==> config.mk <==
export PLATFORM = sky130hd
export DESIGN_NAME = chk_accum
export DESIGN_NICKNAME = d
export VERILOG_FILES = /design/src/rtl/frame_pkg.sv /design/src/rtl/chk_accum.sv
export SDC_FILE = /design/constraint.sdc
export NUM_CORES = 1
export LEC_CHECK = 0
export CAP_MARGIN = 0
export CORE_AREA = 2 2 39 41
export CTS_BUF_LIST = sky130_fd_sc_hd__clkbuf_8
export CTS_CLUSTER_SIZE = 24
export DETAILED_ROUTE_END_ITERATION = 6
export DIE_AREA = 0 0 41 43
export DONT_BUFFER_PORTS = 1
export HOLD_SLACK_MARGIN = 0.1
export PLACE_DENSITY = 0.66
export SKIP_CTS_REPAIR_TIMING = 1
export SLEW_MARGIN = 0
export SYNTH_ARGS = -nofsm -noshare
export SYNTH_HDL_FRONTEND = slang
export SYNTH_SLANG_ARGS = --single-unit
==> constraint.sdc <==
create_clock -name clk -period 6.6 [get_ports clk]
set_clock_uncertainty 0.05 [all_clocks]
set_input_delay 1.98 -clock clk [delete_from_list [all_inputs] [get_ports clk]]
set_output_delay 1.98 -clock clk [all_outputs]
set_load 0.05 [all_outputs]
==> src/rtl/frame_pkg.sv <==
// frame_pkg: shared FSM states, checksum modes and the per-byte checksum step
package frame_pkg;
  localparam int BYTE_W = 8;
  localparam int CHK_MODE_SUM = 0;
  localparam int CHK_MODE_XOR = 1;
  typedef enum logic [1:0] {IDLE, COLLECT, CHECK} state_t;
  function automatic logic [BYTE_W-1:0] chk_step(input int mode, input logic [BYTE_W-1:0] a, input logic [BYTE_W-1:0] b);
    return mode == CHK_MODE_XOR ? a ^ b : a + b;
  endfunction
endpackage

==> src/rtl/chk_accum.sv <==
// chk_accum: 8-bit running checksum, sum modulo 256 or bytewise XOR
module chk_accum import frame_pkg::*; #(
  parameter int MODE = CHK_MODE_SUM
) (
  input  logic              clk,
  input  logic              clr,
  input  logic              load,
  input  logic              en,
  input  logic [BYTE_W-1:0] byte_i,
  output logic [BYTE_W-1:0] acc_o
);
  // clear beats load beats accumulate
  always_ff @(posedge clk)
    if (clr) acc_o <= '0;
    else if (load) acc_o <= byte_i;
    else if (en) acc_o <= chk_step(MODE, acc_o, byte_i);
endmodule

# Word level (Yosys, flattened, before mapping)
# Cells that the tools add are included.
# op_classes
add_sub_neg	1
multipliers	0
n_div	0
magnitude_cmp	0
n_eq_ne	0
shift	0
n_mux	2
bitwise	0
n_reduce_logical	1
# ops
cell	n
8-bit two-way mux	2
8-bit adder	1
2-bit nonzero test	1
# totals
reg_bits	8
latchBits	0
mem_bits_rw	0
rom_bits	0
input_bits	12
memories	0

# Logic depth before layout (Yosys ltp)
# Gate-level depths: netlist of the first run.
# logic_depth
word_depth	3
mapped_depth	9
ltp_nobuf	9

# Worst setup path before layout of the first run
# Ideal clock, no wire load.
# synth_path
path_type	input port to flip-flop
start	input port byte_i[0]
end	register acc_o[6]
setup_ns	0.103
arrival_ns	3.429
required_ns	6.447
slack_ns	3.018
cell_stages	9
cell_sequence	ha_1 inv_1 fa_1 and2b_1 o21ai_2 a21oi_2 nor2_1 xor2_1 a2111oi_2
# synth_between
elab_chain_cells	3
# synth_rtl
item	line_no	text
start, declared	chk_accum.sv:9	input logic [BYTE_W-1:0] byte_i,
8-bit adder	frame_pkg.sv:8	return mode == CHK_MODE_XOR ? a ^ b : a + b;
8-bit two-way mux	chk_accum.sv:16	else if (en) acc_o <= chk_step(MODE, acc_o, byte_i);
8-bit two-way mux	chk_accum.sv:15	else if (load) acc_o <= byte_i;
end signal, assigned	chk_accum.sv:15	
end signal, assigned	chk_accum.sv:16	
end, declared	chk_accum.sv:10	output logic [BYTE_W-1:0] acc_o
# Every way passes these cells. The select of a mux whose other input is x is not followed.
# A chain may end at the register's enable or synchronous reset.

# Worst setup path in the final report of the first run
# Same ends and word-level chain as after synthesis.

==> reports/qor.csv, run 1 <==
metric,value,unit
status,finished clean,
n_fill_cell,132,
ir_worst_vdd,0.120,mV
setup_viol,0,
grtUsageMet1,21.7,%
finalMaxSlewViolations,0,
fin_crit,3.44,ns
pin_count,20,
cts.clk_slew.worst_paths,0.04,ns
grt_max_degree,18,
reg2regPathDepth,9,
grt_overflow,0,
critical_path.cell_chain,ha_1 > inv_1 > fa_1 > and2b_1 > o21ai_2 > a21oi_2 > nor2_1 > xor2_1 > a2111oi_2,
path_class,input port to register,
pwr-share-seq,41.6,%
max_freq,291,MHz
period_share,52.1,%
cts.htree.levels,1,
ctsRootBufferMaster,clkbuf_8,
seqCellArea,160,sq um
p_per_area,237,nW/um^2
synth.distinct_cells,31,
grt_pass1_vias,538,
top_register,acc_o,
clk_latency,0.22,ns
grt_antenna_before_repair,0,
grtUsageMet3,9.42,%
worst_slack,3.16,ns
required,6.68,ns
cts_made_buffers,3,
grt_pass1_wl,2.17,mm
fin_nets,103,
die_y,43,um
wl_per_cell,13.2,um
slew_headroom,61.7,%
p_int,0.000113,W
grtUsageMet2,27.2,%
vias_per_cell,5.66,
drive_above_1_share,13.6,%
drv_cap,0,
cp.arrival,3.52,ns
p_clk_share,34.6,%
cp_slowest_cell,fa_1,
ys_ff_latch,8,
top_regs,acc_o (8),
slowest_delay,0.40,ns
syn_area,683,sq um
multi_input_area,487,sq um
largest_reg_flops,8,
rows,14,
dp.final_hpwl,989,um
yosysWarnings,0,
die_w,41,um
start_util,49.4,%
place.gp.congestion,0.680,
worstSetupEndpointType,register,
rsz0062_at_grt,no,
swShare,34.0,%
fin_setup_tns,0,ns
drc_errors,0,
crit_fanout,2,
ys_seq_area_share,23.4,%
hp-class,register to register,
p_sw,0.0000586,W
drtIter0Drc,2,
grt_busiest_layer,met2,
cellLeakagePower,0.298,nW
core_area,1380,sq um
finalHoldViolCount,0,
port_buffers,0,
drtAntennaViolNets,0,
drt-pass1-iter-count,3,
pwr-share-comb,23.8,%
syn_nets,102,
post-route-util,52.5,%
synthCells,82,
cts_tree,yes,
totalPowerFinal,0.000172,W
min_path_cells,2,
place_ws,2.93,ns
area_growth,6.41,%
final_cells,97,
placedCellCount,94,
clkSinkCount,8,
syn_avg_cell_area,8.33,sq um
tightest_slew,0.574,ns
vias,549,
clock_path_buffers,2,
startpoint_type,input port,
wirelength,1.28,mm
n_antenna_cell,0,
grt_use_total,18.5,%
dieArea,1760,sq um
## cell usage after synthesis (all sizes together)
library cell	instances	area share, %
a211oi	2	2.2
nor2	11	6.0
ha	7	13
o21ai	3	2.7
nor3	2	1.5
xnor2	3	3.8
xor2	2	2.6
fa	1	2.9
a311o	1	1.5
a21oi	11	11
a2111oi	1	2.2
and2b	2	2.4
mux2i	3	4.4
nand3b	1	1.1
nor2b	5	4.6
mux2	1	1.6
clkbuf	1	0.55
nand2	4	2.6
buf	3	2.0
inv	5	2.7
nor3b	2	2.2
nand3	1	0.73
dfxtp	8	23
a221oi	2	2.6
## per-stage QoR
step | hold WS, ns | instance area [sq um]
after CTS | 0.775 | 727
after floorplan | 0.741 | 683
final | 0.769 | 727
after global routing | 0.791 | 727
after detailed placement | 0.769 | 686
after global placement | 0.760 | 686
## worst max-delay path, delay by kind of cell
kind,cells,cell delay (ns)
adders and majority gates,2,0.54
AOI/OAI and AO/OA,3,0.50
buffers and inverters,1,0.06
xor gates and xnor gates,1,0.15
and+or+nand+nor,2,0.28
## power groups by stage
stage,Sequential (W),Clock (W),Combinational (W)
4_1_cts,0.0000717,0.0000621,0.0000414
3_5_place_dp,0.0000726,0,0.0000410
3_3_place_gp,0.0000725,0,0.0000409
2_1_floorplan,0.0000715,0,0.0000396
6_report,0.0000716,0.0000594,0.0000410
5_1_grt,0.0000724,0.0000650,0.0000470
## layer usage
| layer | up-vias | share of wire, % |
|---|---|---|
| li1 | 285 | - |
| met1 | 252 | 46 |
| met2 | 10 | 46 |
| met3 | 2 | 6.8 |
| met4 | 0 | 1.4 |
| met5 | - | 0 |
## layout make-up
cell class | count | share of cell area, %
inverters | 5 | 2.58
well taps | 16 | 2.75
clock buffers | 3 | 5.68
flip-flops and latches | 8 | 22.0
multi-input cells | 65 | 67.0
## layout by cell type, fill, tap and decap left out
master	instances
xnor2_1	3
nor3b_1	2
a21oi_4	1
mux2i_1	3
a2111oi_2	1
and2b_2	1
nor3_1	2
and2b_1	1
a211oi_1	2
dfxtp_1	8
a221oi_1	2
a21oi_1	8
nand2_1	3
nand3b_1	1
nand2_2	1
mux2_2	1
fa_1	1
nor2b_1	5
nand3_1	1
xor2_1	2
inv_1	5
o21ai_0	1
a21oi_2	2
o21ai_1	1
nor2_1	11
clkbuf_8	3
o21ai_2	1
ha_1	7
a311o_1	1
## cells by family (layout without fill, tap and decap cells)
group | after synthesis | count (layout) | synth area share, %
and+or+nand+nor | 28 | 28 | 21.1
DFF | 8 | 8 | 23.4
AOI/OAI and AO/OA | 20 | 20 | 22.0
adders and majority gates | 8 | 8 | 15.8
buffers and inverters | 9 | 8 | 5.31
xor gates and xnor gates | 5 | 5 | 6.41
muxes | 4 | 4 | 6.04
## worst paths after layout
kind | start | to | slack (ns)
worst max-delay path | byte_i[0] | acc_o[6] | 3.16
worst min-delay path | acc_o[3] | acc_o[3] | 0.77
worst max register to register | acc_o[0] | acc_o[6] | 4.13
worst min register to register | acc_o[3] | acc_o[3] | 0.77
Note: power is estimated with default switching activity, not from simulation.
==> run 2, diff against run 1 <==
==> constraint.sdc (replaced) <==
create_clock -name clk -period 3.5 [get_ports clk]
set_clock_uncertainty 0.05 [all_clocks]
set_input_delay 1.05 -clock clk [delete_from_list [all_inputs] [get_ports clk]]
set_output_delay 1.05 -clock clk [all_outputs]
set_load 0.05 [all_outputs]
==> reports/qor.csv, run 2 (synthesis gave the netlist of run 1 again) <==
metric,value,unit
vias_per_cell,5.79,
hp-class,register to register,
rows,14,
period_share,73.9,%
totalPowerFinal,0.000326,W
reg2reg_slack,0.96,ns
wl_per_cell,13.8,um
path_class,input port to register,
critical_path.cell_chain,ha_1 > inv_1 > fa_1 > and2b_1 > o21ai_2 > and2b_2 > xnor2_1 > a211oi_1 > nor3_1,
cts.htree.levels,1,
grt_antenna_before_repair,0,
cts_tree,yes,
start_util,49.4,%
grt_overflow,0,
grt_max_degree,18,
fin_nets,103,
required,3.56,ns
rsz0062_at_grt,no,
cp.arrival,2.65,ns
slowest_delay,0.40,ns
grt_use_total,19.0,%
largest_reg_flops,8,
startpoint_type,input port,
drtAntennaViolNets,0,
drc_errors,0,
swShare,34.4,%
core_area,1380,sq um
fin_setup_tns,0,ns
drv_cap,0,
fin_crit,2.59,ns
ctsRootBufferMaster,clkbuf_8,
top_regs,acc_o (8),
dieArea,1760,sq um
cp_slowest_cell,fa_1,
setup_viol,0,
ir_worst_vdd,0.201,mV
wirelength,1.34,mm
slew_headroom,62.0,%
final_cell_mix,"nor2_1, a21oi_1, dfxtp_1",
place.gp.congestion,0.727,
dp.final_hpwl,1.06,mm
cts_made_buffers,3,
vias,562,
drtIter0Drc,3,
tightest_slew,0.569,ns
p_clk_share,34.3,%
cts.clk_slew.worst_paths,0.04,ns
worstSetupEndpointType,register,
final_common_cell,nor2_1,
top_register,acc_o,
area_growth,6.41,%
port_buffers,0,
worstSetupStartpoint,byte_i[0],
die_y,43,um
grt_pass1_wl,2.35,mm
cellLeakagePower,0.298,nW
max_freq,387,MHz
r2r_start,acc_o[0],
clkSinkCount,8,
drive_above_1_share,13.6,%
p_sw,0.000112,W
worstHoldStart,acc_o[3],
pin_count,20,
p_int,0.000214,W
p_per_area,449,nW/um^2
finalHoldViolCount,0,
status,finished clean,
grt_pass1_vias,575,
n_antenna_cell,0,
clock_path_buffers,2,
crit_fanout,2,
drt-pass1-iter-count,2,
finalMaxSlewViolations,0,
clk_latency,0.23,ns
pwr-share-comb,24.3,%
pwr-share-seq,41.4,%
die_w,41,um
## run 2: cell counts in the layout (fill, tap and decap cells not counted)
No cell type changed its count.
## run 2: area by class of cell
cell class / instances / area (sq um)
Fill cell: 140 / 657
Multi-Input combinational cell: 65 / 487
Sequential cell: 8 / 160
Clock buffer: 3 / 41.3
Tap cell: 16 / 20.0
Inverter: 5 / 18.8
## run 2: worst max-delay path: cells and delay by family
family | cells | cell delay [ns]
fa+ha+maj | 2 | 0.55
compound gates | 2 | 0.33
buf+inv | 1 | 0.06
simple gates | 3 | 0.51
xor+xnor | 1 | 0.14
## run 2: power by group through the flow
stage | logic [W] | registers (W) | clock network, W
final | 0.0000791 | 0.000135 | 0.000112
after global routing | 0.0000900 | 0.000136 | 0.000119
after CTS | 0.0000796 | 0.000135 | 0.000116
after detailed placement | 0.0000791 | 0.000137 | 0
after global placement | 0.0000774 | 0.000136 | 0
after floorplan | 0.0000746 | 0.000135 | 0
## run 2: path summary, 6_finish.rpt
path         endpoint  cells past startpoint
max reg2reg  acc_o[4]                      9
min reg2reg  acc_o[3]                      2
max          acc_o[4]                      9
min          acc_o[3]                      2
## run 2: layer usage
metal | wire length, um | vias to the layer above | track usage (%)
met3 | 71 | 2 | 5.24
met5 | 0 | - | 0
li1 | - | 285 | -
met4 | 8 | 0 | 8.00
met2 | 643 | 10 | 29.7
met1 | 619 | 265 | 23.4
## run 2: through the flow
step / instance area, sq um / util [%] / cells / worst slack, ns / hold WS (ns)
6_report: 727 / 52.5 / 97 / 0.913 / 0.779
2_1_floorplan: 683 / - / 82 / 0.848 / 0.741
4_1_cts: 727 / 52.5 / 97 / 0.942 / 0.785
3_3_place_gp: 686 / 49.5 / 94 / 0.775 / 0.757
5_1_grt: 727 / 52.5 / 97 / 0.782 / 0.806
3_5_place_dp: 686 / 49.5 / 94 / 0.699 / 0.782
==> run 3, diff against run 2 <==
==> constraint.sdc (replaced) <==
create_clock -name clk -period 2.5 [get_ports clk]
set_clock_uncertainty 0.05 [all_clocks]
set_input_delay 0.75 -clock clk [delete_from_list [all_inputs] [get_ports clk]]
set_output_delay 0.75 -clock clk [all_outputs]
set_load 0.05 [all_outputs]
==> reports/qor.csv, run 3 (synthesis gave the netlist of run 1 again) <==
metric,value,unit
status,finished clean,
grt_busiest_layer,met2,
cts.htree.levels,1,
cellLeakagePower,0.334,nW
top_regs,acc_o (8),
area_growth,14.1,%
pin_count,20,
drive_above_1_share,20.5,%
n_antenna_cell,0,
p_clk_share,33.7,%
grtUsageMet1,21.5,%
startpoint_type,input port,
rsz0062_at_grt,no,
cts_tree,yes,
grtUsageMet2,25.9,%
grt_overflow,0,
grt_antenna_before_repair,0,
fin_setup_tns,0,ns
totalPowerFinal,0.000471,W
required,2.58,ns
crit_fanout,2,
setup_viol,0,
hp-class,input port to register,
path_class,input port to register,
grt_pass1_vias,558,
grtUsageMet3,6.81,%
fin_nets,110,
top_register,acc_o,
max_freq,457,MHz
cts.clk_slew.worst_paths,0.04,ns
clkSinkCount,8,
drc_errors,0,
finalHoldViolCount,0,
wirelength,1.31,mm
wl_per_cell,12.6,um
place.gp.congestion,0.758,
grt_pass1_wl,2.10,mm
drt-pass1-iter-count,3,
vias_per_cell,5.39,
port_buffers,0,
cp.arrival,2.26,ns
p_sw,0.000159,W
clock_path_buffers,2,
grt_use_total,17.8,%
finalMaxSlewViolations,0,
die_y,43,um
tightest_slew,0.536,ns
final_cell_mix,"nor2_1, a21oi_1, dfxtp_1",
p_int,0.000312,W
cts_made_buffers,3,
vias,561,
start_util,49.4,%
clk_latency,0.23,ns
swShare,33.8,%
largest_reg_flops,8,
period_share,87.5,%
n_fill_cell,127,
drtAntennaViolNets,0,
core_area,1380,sq um
slew_headroom,64.2,%
pwr-share-comb,34.1,%
pwr-share-seq,32.2,%
final_common_cell,nor2_1,
drtIter0Drc,7,
p_per_area,604,nW/um^2
rows,14,
die_w,41,um
dp.final_hpwl,1.01,mm
drv_cap,0,
grt_max_degree,18,
worstSetupEndpointType,register,
fin_crit,2.19,ns
dieArea,1760,sq um
ctsRootBufferMaster,clkbuf_8,
ir_worst_vdd,0.298,mV
==> run 3: metrics by stage <==
step / area [sq um] / utilization (%) / hold WS (ns) / cells / worst slack (ns)
after detailed placement: 738 / 53.3 / 0.691 / 101 / 0.0723
after global routing: 779 / 56.3 / 0.528 / 104 / 0.242
final: 779 / 56.3 / 0.534 / 104 / 0.314
after floorplan: 683 / - / 0.741 / 82 / 0.148
after global placement: 738 / 53.3 / 0.664 / 101 / 0.0974
after CTS: 779 / 56.3 / 0.532 / 104 / 0.308
==> run 3: power groups by stage <==
stage | clock, W | sequential (W) | combinational, W
detailed placement | 0 | 0.000154 | 0.000161
floorplan | 0 | 0.000189 | 0.000104
global route | 0.000169 | 0.000153 | 0.000176
CTS | 0.000163 | 0.000151 | 0.000162
global placement | 0 | 0.000153 | 0.000160
finish | 0.000159 | 0.000152 | 0.000160
==> run 3: metal layers <==
layer,up-vias,share of wire (%)
met3,5,7.6
met5,-,0
met1,244,44
met2,15,46
li1,297,-
met4,0,2.6
==> run 3: cell type report <==
cell class / instances / area (sq um) / area share (%)
multi-input combinational: 65 / 487 / 62.4
timing repair buffer: 7 / 52.6 / 6.74
sequential: 8 / 160 / 20.5
clock buffer: 3 / 41.3 / 5.30
tap: 16 / 20.0 / 2.57
inverter: 5 / 18.8 / 2.41
==> run 3: critical path, cell delays in order <==
cell and delay, ns:
ha_1 0.14, inv_1 0.05, fa_1 0.39, and2b_1 0.22
o21ai_2 0.06, a21oi_2 0.12, nor2_1 0.06, xor2_1 0.14
a2111oi_2 0.34
==> run 3: path summary, 6_finish.rpt <==
kind / from / end / slack (ns) / depth (start not counted)
min reg2reg: acc_o[0] / acc_o[0] / 0.70 / 5
max reg2reg: acc_o[0] / acc_o[6] / 0.48 / 9
max: byte_i[0] / acc_o[6] / 0.31 / 9
min: clr / acc_o[2] / 0.53 / 1
